--- src/rtl/rgb_status_led_ctrl_pkg.sv ---
`default_nettype none
// ============================================================================
//  Module      : rgb_status_led_ctrl_pkg
//  Description : Shared channel-state encoding, RGB colour constants and the
//                colour decode used by the RGB status LED controller.
//  Revision    : 1.0  initial release
// ============================================================================
package rgb_status_led_ctrl_pkg;

  // Progress of one fault-handling unit; encodings are fixed (IDLE=0..DROPPED=4)
  typedef enum logic [2:0] {
    ST_IDLE    = 3'd0,
    ST_ARMED   = 3'd1,
    ST_FAULT   = 3'd2,
    ST_PICKED  = 3'd3,
    ST_DROPPED = 3'd4
  } led_state_e;

  // Colours packed as {R,G,B}
  localparam logic [2:0] RGB_OFF   = 3'b000;
  localparam logic [2:0] RGB_RED   = 3'b100;
  localparam logic [2:0] RGB_GREEN = 3'b010;
  localparam logic [2:0] RGB_BLUE  = 3'b001;

  // Colour shown for a channel; blinking colours are lit while phase is 1.
  // Once the run is done every channel blinks green regardless of its state.
  function automatic logic [2:0] led_colour(input led_state_e st,
                                            input logic       phase,
                                            input logic       done);
    logic [2:0] col;
    col = RGB_OFF;
    if (done) begin
      col = phase ? RGB_GREEN : RGB_OFF;
    end else begin
      case (st)
        ST_IDLE:    col = RGB_OFF;
        ST_ARMED:   col = RGB_RED;
        ST_FAULT:   col = RGB_BLUE;
        ST_PICKED:  col = phase ? RGB_BLUE : RGB_OFF;
        ST_DROPPED: col = RGB_GREEN;
        default:    col = RGB_OFF;
      endcase
    end
    return col;
  endfunction

endpackage
`default_nettype wire

--- src/rtl/rgb_status_led_ctrl_blink_timer.sv ---
`default_nettype none
// ============================================================================
//  Module      : rgb_status_led_ctrl_blink_timer
//  Description : Free-running blink half-period counter. Counts
//                0..BLINK_HALF-1, flags the wrap cycle and toggles phase on it.
//  Revision    : 1.0  initial release
// ============================================================================
module rgb_status_led_ctrl_blink_timer #(
  parameter int BLINK_HALF = 1562500
) (
  input  logic clk_i,
  input  logic rst_ni,
  output logic phase_o,
  output logic wrap_o
);

  localparam int CW = (BLINK_HALF > 2) ? $clog2(BLINK_HALF) : 1;
  localparam logic [CW-1:0] c_LAST = CW'(BLINK_HALF - 1);

  logic [CW-1:0] cnt_q, cnt_d;
  logic          phase_q, phase_d;
  logic          w_wrap;

  assign w_wrap = (cnt_q == c_LAST);

  // Next counter value and phase: wrap to zero and flip phase on the last count
  always_comb begin
    cnt_d   = w_wrap ? '0 : cnt_q + 1'b1;
    phase_d = phase_q ^ w_wrap;
  end

  // Counter and phase registers
  always_ff @(posedge clk_i or negedge rst_ni) begin
    if (!rst_ni) begin
      cnt_q   <= '0;
      phase_q <= 1'b0;
    end else begin
      cnt_q   <= cnt_d;
      phase_q <= phase_d;
    end
  end

  assign phase_o = phase_q;
  assign wrap_o  = w_wrap;

endmodule
`default_nettype wire

--- src/rtl/rgb_status_led_ctrl.sv ---
`default_nettype none
// ============================================================================
//  Module      : rgb_status_led_ctrl
//  Description : Per-unit RGB status indicator. One progress FSM per channel
//                (armed, fault, picked, dropped), a shared blink timer and a
//                sticky run-complete flag that forces an all-green blink.
//  Revision    : 1.0  initial release
// ============================================================================
module rgb_status_led_ctrl
  import rgb_status_led_ctrl_pkg::*;
#(
  parameter int NUM_LEDS   = 3,
  parameter int BLINK_HALF = 1562500,
  parameter int SEL_W      = (NUM_LEDS > 1) ? $clog2(NUM_LEDS) : 1
) (
  input  logic                clk_3125KHz,
  input  logic                rst_n,
  input  logic [NUM_LEDS-1:0] unit_active,
  input  logic [SEL_W-1:0]    evt_unit,
  input  logic                fault_detect,
  input  logic                block_picked,
  input  logic                object_drop,
  input  logic                run_complete,
  output logic [NUM_LEDS-1:0] led_r,
  output logic [NUM_LEDS-1:0] led_g,
  output logic [NUM_LEDS-1:0] led_b
);

  logic w_phase;
  logic w_wrap;
  logic w_phase_next;
  logic done_q, done_d;

  rgb_status_led_ctrl_blink_timer #(
    .BLINK_HALF(BLINK_HALF)
  ) u_blink (
    .clk_i  (clk_3125KHz),
    .rst_ni (rst_n),
    .phase_o(w_phase),
    .wrap_o (w_wrap)
  );

  // Phase the LED registers will be displayed with after this edge
  assign w_phase_next = w_phase ^ w_wrap;

  // Sticky run-complete flag
  always_comb begin
    done_d = done_q | run_complete;
  end

  // Done flag register
  always_ff @(posedge clk_3125KHz or negedge rst_n) begin
    if (!rst_n) begin
      done_q <= 1'b0;
    end else begin
      done_q <= done_d;
    end
  end

  for (genvar gi = 0; gi < NUM_LEDS; gi++) begin : g_chan
    localparam logic [SEL_W-1:0] c_IDX = SEL_W'(gi);

    led_state_e state_q, state_d;
    logic [2:0] rgb_q, rgb_d;
    logic       w_hit;

    // Out-of-range indices never match any channel, so they are ignored
    assign w_hit = (evt_unit == c_IDX);

    // Next state and next colour; abort (unit inactive) beats any event
    always_comb begin
      state_d = state_q;
      if (!done_q) begin
        case (state_q)
          ST_IDLE:    if (unit_active[gi])             state_d = ST_ARMED;
          ST_ARMED:   if (!unit_active[gi])            state_d = ST_IDLE;
                      else if (fault_detect && w_hit)  state_d = ST_FAULT;
          ST_FAULT:   if (!unit_active[gi])            state_d = ST_IDLE;
                      else if (block_picked && w_hit)  state_d = ST_PICKED;
          ST_PICKED:  if (!unit_active[gi])            state_d = ST_IDLE;
                      else if (object_drop && w_hit)   state_d = ST_DROPPED;
          ST_DROPPED: state_d = ST_DROPPED;
          default:    state_d = ST_IDLE;
        endcase
      end
      rgb_d = led_colour(state_d, w_phase_next, done_d);
    end

    // Channel state and registered colour output
    always_ff @(posedge clk_3125KHz or negedge rst_n) begin
      if (!rst_n) begin
        state_q <= ST_IDLE;
        rgb_q   <= RGB_OFF;
      end else begin
        state_q <= state_d;
        rgb_q   <= rgb_d;
      end
    end

    assign led_r[gi] = rgb_q[2];
    assign led_g[gi] = rgb_q[1];
    assign led_b[gi] = rgb_q[0];
  end : g_chan

endmodule
`default_nettype wire

--- config.mk ---
export PLATFORM = sky130hd
export DESIGN_NAME = rgb_status_led_ctrl
export DESIGN_NICKNAME = d
export VERILOG_FILES = /design/src/rtl/rgb_status_led_ctrl_pkg.sv /design/src/rtl/rgb_status_led_ctrl_blink_timer.sv /design/src/rtl/rgb_status_led_ctrl.sv
export SDC_FILE = /design/constraint.sdc
export NUM_CORES = 1
export LEC_CHECK = 0
export BUFFER_PORTS_ARGS = -buffer_cell sky130_fd_sc_hd__buf_2
export CORE_UTILIZATION = 50
export DETAILED_ROUTE_END_ITERATION = 8
export GPL_TIMING_DRIVEN = 0
export HOLD_SLACK_MARGIN = 0.06
export PLACE_DENSITY = 0.78
export RECOVER_POWER = 100
export SYNTH_ARGS = -nofsm -noshare
export SYNTH_HDL_FRONTEND = slang
export SYNTH_HIERARCHICAL = 1
export SYNTH_SLANG_ARGS = --single-unit
--- constraint.sdc ---
create_clock -name clk_3125KHz -period 4.1 [get_ports clk_3125KHz]
set_input_delay 0.615 -clock clk_3125KHz [delete_from_list [all_inputs] [get_ports clk_3125KHz]]
set_output_delay 0.615 -clock clk_3125KHz [all_outputs]
set_load 0.01 [all_outputs]
==> impl_metrics.ini <==
[outcome]
status = finished with violations
violations = capacitance limit, slew limit

[power_and_ir_drop]
p_per_area_nw_per_um2 = 337
peakVddDrop_mv = 0.209
p_int_mw = 0.625
power_frac_clock = 0.426
power_mw = 0.798
p_sw_mw = 0.173
p_comb_frac = 0.052
p_seq_frac = 0.522
leakage_nw = 1.00
swShare = 0.217

[timing]
setup_viol = 0
timing_hold_violations_final = 0
rsz0062_at_grt = false
skew_ns = 0.00666
finalSetupTns_ns = 0
timing.hold.ws_ns = 0.490
max_freq_mhz = 339
min_period_over_period = 0.720
worst_slack_ns = 1.15
fin_crit_ns = 2.95
slew_headroom = -0.426
drv_slew = 42
worst_slew_pin_slew_ns = 2.14

[drt]
top_layer = met4
wl_mm = 4.05
post_drt_wl_per_cell_um = 14.5
wl_met2_mm = 1.86
m1WireLength_mm = 1.98
drc_errors = 0
drt_iter0_drc = 93
first_pass_iters = 4
dr_total_vias = 1610
met3_length_um = 149
detail-route-antenna-nets = 0
via_per_inst = 5.77

[critical_path]
cp_slowest_stage_delay_ns = 0.91
critical-path-top-delay-family = simple AND/OR/NAND/NOR gates
r2r_slack_ns = 1.15
critical-path-slowest-cell = nor3_1
crit_required_ns = 4.32
crit_cells = 8
cp_cell_sequence = ha_1 > and4bb_2 > nand4_1 > nor3_1 > buf_6 > xor2_1 > nor2_1 > a31oi_1
crit_buf_inv = 1
startpoint = u_blink/cnt_q[0]$_DFF_PN0_
arrival_ns = 3.17
crit_type = reg -> reg
r2r.worst_path.cells = 8
cp-end-kind = flip-flop
r2r-start = u_blink/cnt_q[0]$_DFF_PN0_
r2r_end = g_chan[1].rgb_q[1]$_DFF_PN0_
start_kind = flip-flop
path_max_fanout = 10
cp-endpoint = g_chan[1].rgb_q[1]$_DFF_PN0_

[final_layout]
syn_to_final_growth_pct = 9.81
drive_gt1_frac = 0.153
fin_util = 0.583
num_antenna_cells = 0
final_common_cell = dfrtp_1
layoutNonFillerInstCount = 279
layout.nets = 240
layout_common_cells = 41 x dfrtp_1, 20 x nor2_1, 13 x clkbuf_1, 13 x xnor2_1
fin_area_um2 = 2370

[synth]
synth_top_area_cell = dfrtp_1
yosysSeqAreaShare = 0.476
synth_seq_cells = 41
synth_cell_types = 50
synth-edff-count = 0
syn_area_per_cell_um2 = 10.7
synth_cells = 202
yosys_warnings = 6
synth.top_cell.area_share = 0.476
ys_async_sr_fraction = 1.00
ys.flop_type = dfrtp_1
syn_area_um2 = 2150
synth_nets = 214
synth.top_cells.by_area = dfrtp_1 48%, xnor2_1 5.3%, nor2_1 3.5%

[floorplanning]
fp-row-count = 23
coreArea_um2 = 4060
dieArea_um2 = 4580
num_io_pins = 20
die_w_um = 67.6
die_h_um = 67.6
start_util = 0.531

[placed_design]
hpwl_mm = 2.90
preCtsSetupSlack_ns = 1.69
place_congestion = 0.869
port_buffers = 19
post_dp_cell_area_um2 = 2310
dp_cells = 271

[clocking]
cts-root-buf = clkbuf_8
cts.repair.resized = 0
path_clk_slew_ns = 0.08
cts_hold_buf = 0
post_cts_buffers = 0
cts_buffers = 5
worstSkewPairLatency_ns = 0.30
tritoncts = yes
clock_sinks = 41
clock_path_buffers = 2
htreeDepth = 2

[flow_run]
maxCapViolations = 1

[global_route]
track_usage = 0.211
grt_pass1_vias = 1545
grt_max_degree = 42
grt_overflow = 0
grt_pass1_wl_mm = 7.10
grt_antenna_before_repair = 0

[min_path]
hold_path_class = reg -> reg
-- cells in the mapped netlist (2+ instances only) --
master / number
nand3_1: 10
and4_1: 2
nor3_1: 3
a31oi_1: 10
and3b_1: 2
nor3_2: 2
nor4_1: 4
a311oi_2: 3
nor3b_2: 2
nand3b_1: 3
and4bb_2: 2
mux2i_1: 2
nor2_1: 20
or2_2: 2
xnor2_1: 13
nor2b_1: 8
nand4_1: 5
and2_1: 3
o21ai_0: 6
xor2_1: 3
nor3b_1: 3
a311oi_1: 3
a22oi_1: 2
nand2_1: 7
inv_1: 8
a21oi_1: 6
and3_1: 2
dfrtp_1: 41
nor3_4: 3
clkbuf_1: 2
-- kinds of logic (layout without fill, tap and decap cells) --
kind of cell | Yosys count | in the layout | synth area share
XOR/XNOR | 16 | 16 | 0.0650
multiplexers | 3 | 3 | 0.0145
buffers and inverters | 12 | 39 | 0.0250
flip-flops | 41 | 41 | 0.476
AO/OA/AOI/OAI | 38 | 38 | 0.132
adder cells (fa/ha/maj) | 1 | 1 | 0.00581
AND/OR/NAND/NOR | 91 | 91 | 0.281
-- metal layers --
metal | vias up | track usage
met4 | 0 | 0.0771
met3 | 6 | 0.0507
met5 | - | 0
li1 | 794 | -
met1 | 778 | 0.272
met2 | 32 | 0.340
-- area by class of cell --
type | count | area (um^2)
well taps | 50 | 62.6
multi-input cells | 149 | 1020
clock inverters | 2 | 37.5
fillers | 362 | 1690
clock buffers | 6 | 82.6
inverters | 8 | 30.0
flip-flops and latches | 41 | 1030
repair buffers | 19 | 82.6
plain buffers | 4 | 22.5
-- worst min-delay path by stage --
stage / depth (start not counted) / from / end
global placement: 1 / u_blink/phase_o$_DFF_PN0_ / u_blink/phase_o$_DFF_PN0_
finish: 1 / u_blink/phase_o$_DFF_PN0_ / u_blink/phase_o$_DFF_PN0_
detailed placement: 1 / u_blink/phase_o$_DFF_PN0_ / u_blink/phase_o$_DFF_PN0_
global route: 1 / u_blink/phase_o$_DFF_PN0_ / u_blink/phase_o$_DFF_PN0_
CTS: 1 / rst_n / u_blink/cnt_q[14]$_DFF_PN0_
floorplan: 0 / rst_n / done_q$_DFF_PN0_
-- power by group through the flow --
stage	combinational, mW	sequential [mW]	clock (mW)
after floorplan	0.0235	0.423	0
after global placement	0.0417	0.424	0
after detailed placement	0.0423	0.425	0
after CTS	0.0424	0.416	0.350
after global routing	0.0481	0.418	0.366
final	0.0414	0.416	0.340
-- sequential cells by signal, summed over array words and instances (netlist names) --
signal	count
u_blink/cnt_q	21
g_chan.rgb_q	9
g_chan.state_q	9
done_q	1
u_blink/phase_o	1
Power figures use the tool's default switching activity.
